$ cat config.mk
export PLATFORM = sky130hd
export DESIGN_NAME = serial_add_ctrl
export DESIGN_NICKNAME = d
export VERILOG_FILES = /design/src/rtl/serial_add_ctrl.sv
export SDC_FILE = /design/constraint.sdc
export NUM_CORES = 1
export LEC_CHECK = 0
export ABC_AREA = 1
export CAP_MARGIN = 20
export CORE_UTILIZATION = 65
export DETAILED_ROUTE_END_ITERATION = 7
export DONT_BUFFER_PORTS = 1
export HOLD_SLACK_MARGIN = 0.06
export PLACE_DENSITY = 0.93
export SLEW_MARGIN = 20
export SYNTH_ARGS = -nofsm -noshare
export SYNTH_HDL_FRONTEND = slang
export SYNTH_SLANG_ARGS = --single-unit
$ cat constraint.sdc
create_clock -name clk -period 2.9 [get_ports clk]
set_input_delay 0.87 -clock clk [delete_from_list [all_inputs] [get_ports clk]]
set_output_delay 0.87 -clock clk [all_outputs]
set_load 0.1 [all_outputs]
$ cat src/rtl/serial_add_ctrl.sv
// Bit-serial adder controller: one full-adder slice stepped LSB-first.
// Define SERIAL_ADD_SUB_EN to add the sub port (two's-complement subtract).
module serial_add_ctrl #(
  parameter int WIDTH = 8
) (
  input  logic             clk,
  input  logic             rst_n,
  input  logic             start,
  input  logic [WIDTH-1:0] op_a,
  input  logic [WIDTH-1:0] op_b,
`ifdef SERIAL_ADD_SUB_EN
  input  logic             sub,
`endif
  output logic             busy,
  output logic             done,
  output logic [WIDTH-1:0] result,
  output logic             carry_out
);

  localparam int CW = (WIDTH > 2) ? $clog2(WIDTH) : 1;

  typedef enum logic [1:0] {
    IDLE = 2'd0,
    ADD  = 2'd1,
    DONE = 2'd2
  } state_t;

  state_t           state_q, state_d;
  logic [WIDTH-1:0] a_q, a_d;
  logic [WIDTH-1:0] b_q, b_d;
  logic [WIDTH-1:0] res_q, res_d;
  logic [CW-1:0]    cnt_q, cnt_d;
  logic             c_q, c_d;
  logic             cout_q, cout_d;
  logic             sub_in;
  logic             s1, c1, s, c2, c_next;

`ifdef SERIAL_ADD_SUB_EN
  assign sub_in = sub;
`else
  assign sub_in = 1'b0;
`endif

  // Two half adders plus carry merge
  assign s1     = a_q[0] ^ b_q[0];
  assign c1     = a_q[0] & b_q[0];
  assign s      = s1 ^ c_q;
  assign c2     = s1 & c_q;
  assign c_next = c1 | c2;

  always_comb begin
    state_d = state_q;
    a_d     = a_q;
    b_d     = b_q;
    res_d   = res_q;
    cnt_d   = cnt_q;
    c_d     = c_q;
    cout_d  = cout_q;
    unique case (state_q)
      IDLE: begin
        if (start) begin
          a_d     = op_a;
          b_d     = op_b ^ {WIDTH{sub_in}};
          c_d     = sub_in;
          res_d   = '0;
          cout_d  = 1'b0;
          cnt_d   = '0;
          state_d = ADD;
        end
      end
      ADD: begin
        res_d = {s, res_q[WIDTH-1:1]};
        a_d   = a_q >> 1;
        b_d   = b_q >> 1;
        c_d   = c_next;
        cnt_d = cnt_q + CW'(1);
        if (cnt_q == CW'(WIDTH - 1)) begin
          cout_d  = c_next;
          state_d = DONE;
        end
      end
      DONE: state_d = IDLE;
      default: state_d = IDLE;
    endcase
  end

  always_ff @(posedge clk or negedge rst_n) begin
    if (!rst_n) begin
      state_q <= IDLE;
      a_q     <= '0;
      b_q     <= '0;
      res_q   <= '0;
      cnt_q   <= '0;
      c_q     <= 1'b0;
      cout_q  <= 1'b0;
    end else begin
      state_q <= state_d;
      a_q     <= a_d;
      b_q     <= b_d;
      res_q   <= res_d;
      cnt_q   <= cnt_d;
      c_q     <= c_d;
      cout_q  <= cout_d;
    end
  end

  assign busy      = (state_q == ADD);
  assign done      = (state_q == DONE);
  assign result    = res_q;
  assign carry_out = cout_q;

endmodule

After elaboration in Yosys (flattened, before gate mapping). Index checks and enable logic that the tools add are counted.

Word-level logic and storage cells: 38. Output and inout bits: 11. Register bits after elaboration: 31. Bits of input ports: 19.

Equality and inequality tests: 5. Bitwise gates (word level): 5. Reduce and logical (&&, ||, !) cells: 5. Add/sub/neg operators: 1. Muxes and demuxes: 15.

Operators with widths (count): $pmux 8 s2 (3); $mux 8 (3); $pmux 3 s2 (1); $mux 2 (2); $pmux 1 s2 (2); $pmux 2 s2 (1); $reduce_and 2->1 (2); $add 3x1->3 const B (1); $eq 3x3->1 const B (1); $mux 3 (1); $reduce_and 3->1 (1); $and 1x1->1 (2); $eq 2x1->1 const B (1); $eq 2x2->1 const B (1); $logic_not 2->1 (1); $mux 1 (2); $ne 2x1->1 const B (1); $ne 2x2->1 const B (1); $reduce_bool 2->1 (1); $xor 1x1->1 (2); $or 1x1->1 (1).

Depth between registers and ports, before layout. Gate-level depths: netlist of run 1.

Depth in word-level cells: 5. Depth in mapped cells: 7. Gate-level depth less buffers: 6.

Worst setup path after synthesis of run 1. Ideal clock, no wire load.

Path kind: register -> output. Start: register state_q[0]. End: output done. Data arrival time: 1941 ps. Buffers on the path: 2. Stages on the path, launching flop included: 4. Setup slack: 89 ps. Cells stage by stage: dfrtp_1 > buf_4 > buf_4 > nor2_1.

Cells in the longest elaborated chain, start to end: 1.

Ends and longest elaborated chain: start, declared (RTL line 28) `state_t state_q, state_d;`; start signal, assigned (RTL line 97) `state_q <= state_d;`; $eq 2x2->1 (RTL line 108) `assign done = (state_q == DONE);`; end, declared (RTL line 15) `output logic done,`.

Every way passes these cells.

Worst setup path after layout of run 1.
Start: register state_q[1]. End: output busy.

Cells in the longest elaborated chain, start to end: 1.

Ends and longest elaborated chain: $eq 2x1->1 (RTL line 107) `assign busy = (state_q == ADD);`; end, declared (RTL line 14) `output logic busy,`.

Every way passes these cells.

==> results of run 1 <==
==> power groups by stage <==
stage,Combinational [uW],Sequential [uW],Clock [uW]
after floorplan,761,1120,0
after global placement,897,1050,0
after detailed placement,932,1060,0
after CTS,942,1050,233
after global routing,1050,1070,252
final,933,1050,227
==> metal layers <==
layer  up-vias  routed length (um)
li1        606                   -
met1       589                1290
met2        25                1580
met3        11                 195
met4         0                  68
met5         -                   0
==> how the worst max path moves through the flow <==
stage,depth (start not counted),to,start
after global routing,3,busy,state_q[1]
final,3,busy,state_q[1]
after CTS,3,busy,state_q[1]
after detailed placement,3,busy,state_q[1]
after floorplan,3,done,state_q[0]
after global placement,3,busy,state_q[1]
==> final cells by class <==
| type | count | area (um^2) | share of cell area (%) |
|---|---|---|---|
| multi-input combinational | 140 | 762 | 44.5 |
| timing repair buffer | 11 | 82.6 | 4.82 |
| clock buffer | 6 | 41.3 | 2.41 |
| inverter | 3 | 13.8 | 0.804 |
| tap | 30 | 37.5 | 2.19 |
| sequential | 31 | 776 | 45.3 |
==> cells in the final DEF, fill, tap and decap left out, drive strengths merged <==
cell / Yosys / layout
a21oi: 1 / 1
buf: 12 / 11
clkbuf: 0 / 6
dfrtp: 31 / 31
fa: 1 / 1
ha: 2 / 2
inv: 3 / 3
nand2: 88 / 88
nand3: 43 / 43
nor2: 4 / 4
o21ai: 1 / 1
==> cells by family (layout without fill, tap and decap cells) <==
| family | after synthesis | after routing |
|---|---|---|
| compound gates | 2 | 2 |
| flops | 31 | 31 |
| fa+ha+maj | 3 | 3 |
| buf+inv | 15 | 20 |
| simple gates | 135 | 135 |
==> worst reg2reg max path, cell delays in order, from the launching register on <==
cell and delay (ns):
dfrtp_1 0.42, inv_4 0.22, nand2_8 0.27, inv_2 0.57, nand2_1 0.16, nand2_1 0.12
==> per-stage QoR <==
| stage | cell area, um^2 | utilization [%] | worst slack (ns) | hold slack, ns |
|---|---|---|---|---|
| global placement | 1670 | 67.5 | 0.619 | 0.476 |
| floorplan | 1700 | - | 0.0893 | 0.461 |
| finish | 1710 | 69.1 | 0.209 | 0.209 |
| detailed placement | 1670 | 67.5 | 0.581 | 0.479 |
| CTS | 1710 | 69.1 | 0.204 | 0.202 |
| global route | 1710 | 69.1 | 0.133 | 0.188 |
==> state kept, by name, summed over array words and instances (netlist names) <==
signal and flops:
carry_out 1, c_q 1, b_q 8, state_q 2, cnt_q 3, a_q 8, result 8
==> reports/qor.yml, run 1 <==
status: "finished, final reports clean"
ff2ff_setup_slack_ns: 1.08
p_sw_share_pct: 55.3
met1_usage_pct: 30.2
cts_tree: "done"
powerDensity_nw_per_um2: 1290
maxSlewViolCount: 0
die_x_um: 53.1
cts_made_buffers: 5
fin_skew_ns: 0.00640
use_met2_pct: 42.6
grt.overflow.total: 0
initial_core_util_pct: 68.5
viasPerCell: 5.57
cts_hold_buffers: 0
synthFlopType: "dfrtp_1"
die_area_um2: 2820
clkLatencyLatePin_ns: 0.34
syn2layout_area_growth_pct: 0.884
clk_pin_slew_worst_paths_ns: 0.09
path_cells: "inv_4, nand2_8, inv_2"
cts_resized: 0
root_buffer: "clkbuf_4"
cp_slowest_cell: "inv_2"
synth-simple-area-share_pct: 41.3
rsz0062_at_grt: "false"
post_cts_buffers: 0
fillCellCount: 183
fin_tns_setup_ns: 0
antenna_left: 0
num_rows: 18
synth_top_family_by_area: "simple AND/OR/NAND/NOR gates"
final_hold_viol_count: 0
seq_area_frac_synth_pct: 45.7
core_area_um2: 2480
synth-compound-area-share_pct: 0.811
global_route.usage.met3_pct: 10.9
antenna_found_initial: 0
fin_crit_sh_pct: 92.8
dr.pass1.iters: 4
wl_mm: 3.14
tightest_slew_ns: 0.911
syn_area_per_cell_um2: 9.13
power.switching_uw: 1220
track_usage_pct: 26.2
muxShareOfSynthArea_pct: 0
power.internal_uw: 988
min_period_ns: 2.69
cts_htree_levels: 2
hpwl_mm: 2.07
grt_pass1_wl_mm: 5.08
reg2reg_to: "result[6]"
cellLeakagePower_uw: 0.000916
path_buf_inv: 2
synth_top_area_share_pct: 45.7
fin_nets: 214
grt_start_max_net_pins: 45
yosysMostFrequentCell: "nand2_1"
synth_commonest_cells: "nand2_1 (85), dfrtp_1 (31), nand3_1 (23)"
required_ns: 2.03
synth_fa_ha_area_share_pct: 2.65
crit_path_max_incr_delay_ns: 0.56
synthTopCellsByArea: "dfrtp_1 (46%), nand2_1 (19%), nand3_2 (12%), nand3_1 (6.8%), buf_12 (4.7%)"
grt_busiest_layer: "met2"
end_kind: "output pin"
yosys.area_share.xor_xnor_pct: 0
wl_per_cell_um: 14.2
cts.sinks: 31
r2r-start: "state_q[1]"
max_cap_viol_count: 0
max-vdd-ir-drop_mv: 1.14
yosysWarnings: 0
syn_nets: 208
synthCells: 186
path_max_fanout: 44
crit_arrival_ns: 1.82
synth_area_um2: 1700
final_cell_count_no_fill: 221
fmax_ghz: 0.372
drive_gt1_share_pct: 22.5
drt_iter0_markers: 9
drc: 0
synth_edf_count: 0
gp_congestion: 0.768
slew-limit-headroom_pct: 39.3
critPathTopFamily: "buffers and inverters"
clkPwrFrac_pct: 10.3
setup_viol: 0
p_total_uw: 2210
synth_cell_type_count: 18
startpoint_type: "register"
port_buffers: 0
vias: 1231
io_pins: 30
yosys_register_bits: 31
min_path_type: "primary input to asynchronous set/reset pin"
dp_cells: 215
num_antenna_cells: 0
clock_path_buffers: 2
async_flop_share_pct: 100
die_h_um: 53.1
reg2reg_depth: 5
grt_pass1_vias: 1156
yosysTopAreaCell: "dfrtp_1"
p_seq_share_pct: 47.5
crit_type: "register to output pin"
p_comb_share_pct: 42.2
(Power assumes the default switching activity.)
==> run 2: changes to the inputs <==
Settings changed: SLEW_MARGIN 20 to default.
==> results of run 2 <==
No change in the layout: final DEF, timing and power equal those of run 1.
==> run 3: changes to the inputs <==
Settings changed: CTS_BUF_LIST from default to sky130_fd_sc_hd__clkbuf_4, GPL_TIMING_DRIVEN from default to 0.
==> reports/qor.yml, run 3 (synthesis results as in run 1) <==
cts_tree: "done"  # unchanged
wl_per_cell_um: 14.8  # was 14.2 um
rsz0062_at_grt: "false"  # unchanged
cts_htree_levels: 2  # unchanged
post_cts_buffers: 0  # unchanged
clkLatencyLatePin_ns: 0.33  # was 0.34 ns
die_x_um: 53.1  # unchanged
fin_crit_sh_pct: 94.6  # was 92.8%
status: "finished, final reports clean"  # unchanged
grt.overflow.total: 0  # unchanged
cts.sinks: 31  # unchanged
syn2layout_area_growth_pct: 5.01  # was 0.884%
antenna_left: 0  # unchanged
cts_resized: 0  # unchanged
cellLeakagePower_uw: 0.000938  # was 0.000916 uW
vias: 1285  # was 1,231
drt_iter0_markers: 33  # was 9
antenna_found_initial: 0  # unchanged
fin_nets: 215  # was 214
mostFrequentLayoutCells: "nand2_1 (85), dfrtp_1 (31), nand3_1 (23)"  # unchanged
whs_ns: 0.223  # was 0.209 ns
max-vdd-ir-drop_mv: 1.29  # was 1.14 mV
min_period_ns: 2.74  # was 2.69 ns
crit_type: "register to output pin"  # unchanged
end_kind: "output pin"  # unchanged
final_hold_viol_count: 0  # unchanged
setup_viol: 0  # unchanged
root_buffer: "clkbuf_4"  # unchanged
clock_path_buffers: 2  # unchanged
tightest_slew_ns: 1.05  # was 0.911 ns
maxSlewViolCount: 0  # unchanged
dr.pass1.iters: 4  # unchanged
track_usage_pct: 26.5  # was 26.2%
gp_congestion: 0.790  # was 0.768
fin_skew_ns: 0.0120  # was 0.00640 ns
die_h_um: 53.1  # unchanged
initial_core_util_pct: 68.5  # unchanged
grt_pass1_wl_mm: 5.13  # was 5.08 mm
powerDensity_nw_per_um2: 1290  # about the same
required_ns: 2.03  # about the same
wl_mm: 3.30  # was 3.14 mm
port_buffers: 0  # unchanged
core_area_um2: 2480  # unchanged
startpoint_type: "register"  # unchanged
max_cap_viol_count: 0  # unchanged
min_path_type: "primary input to asynchronous set/reset pin"  # unchanged
fillCellCount: 191  # was 183
grt_pass1_vias: 1171  # was 1,156
hpwl_mm: 2.30  # was 2.07 mm
drive_gt1_share_pct: 23.4  # was 22.5%
clk_pin_slew_worst_paths_ns: 0.09  # about the same
path_max_fanout: 10  # was 44
num_rows: 18  # unchanged
fin_tns_setup_ns: 0  # unchanged
slew-limit-headroom_pct: 29.7  # was 39.3%
final_common_cell: "nand2_1"  # unchanged
die_area_um2: 2820  # unchanged
cts_made_buffers: 5  # unchanged
grt_start_max_net_pins: 32  # was 45
viasPerCell: 5.79  # was 5.57
cts_hold_buffers: 0  # unchanged
crit_arrival_ns: 1.87  # was 1.82 ns
num_antenna_cells: 0  # unchanged
io_pins: 30  # unchanged
drc: 0  # unchanged
fmax_ghz: 0.365  # was 0.372 GHz
## run 3: cell types whose count changed in the layout (fill, tap and decap cells not counted)
cell and change:
buf_12 +4, buf_2 +1, buf_4 -7, buf_6 +3, clkbuf_1 -1, clkbuf_4 +1
## run 3: layout make-up
cell class | instances | area [um^2] | area share, %
plain buffers | 12 | 149 | 8.35
well taps | 30 | 37.5 | 2.11
clock buffers | 6 | 45.0 | 2.53
flip-flops and latches | 31 | 776 | 43.5
multi-input cells | 140 | 762 | 42.7
inverters | 3 | 13.8 | 0.772
## run 3: routing by layer
| metal | track usage [%] | vias up | part of all wire, % |
|---|---|---|---|
| met1 | 30.4 | 629 | 42 |
| li1 | - | 608 | - |
| met5 | 0 | - | 0 |
| met3 | 10.3 | 6 | 6.3 |
| met2 | 44.1 | 42 | 51 |
| met4 | 10.1 | 0 | 1.2 |
## run 3: critical path, stage by stage, from the launching register on
cell and delay [ns]:
dfrtp_1 0.36, buf_4 0.18, buf_4 0.18, nor2_2 0.82
## run 3: through the flow
step	area (um^2)	instances	util, %	setup slack (ns)	power [uW]
finish	1780	222	72.0	0.157	2290
global route	1780	222	72.0	0.0824	2430
CTS	1780	222	72.0	0.148	2300
detailed placement	1740	216	70.2	0.510	2070
global placement	1740	216	70.1	0.0468	2010
floorplan	1700	186	-	0.0893	1880
## run 3: worst paths after layout
check | endpoint | cells after the start | slack (ns) | start
max in group asynchronous | b_q[2] | 0 | 2.59 | rst_n
worst max-delay path | done | 3 | 0.16 | state_q[0]
worst min-delay path | a_q[4] | 0 | 0.22 | rst_n
worst min register to register | cnt_q[0] | 1 | 0.51 | cnt_q[0]
min in group clk | cnt_q[0] | 1 | 0.51 | cnt_q[0]
worst max register to register | result[6] | 6 | 1.50 | state_q[1]
## run 3: where the power goes
part / switching [uW] / total, uW / internal, uW / leakage, uW
Sequential: 544 / 1150 / 604 / 0.000399
Combinational: 568 / 914 / 346 / 0.000511
Clock: 136 / 231 / 95.4 / 0.0000276
Total: 1250 / 2290 / 1050 / 0.000938
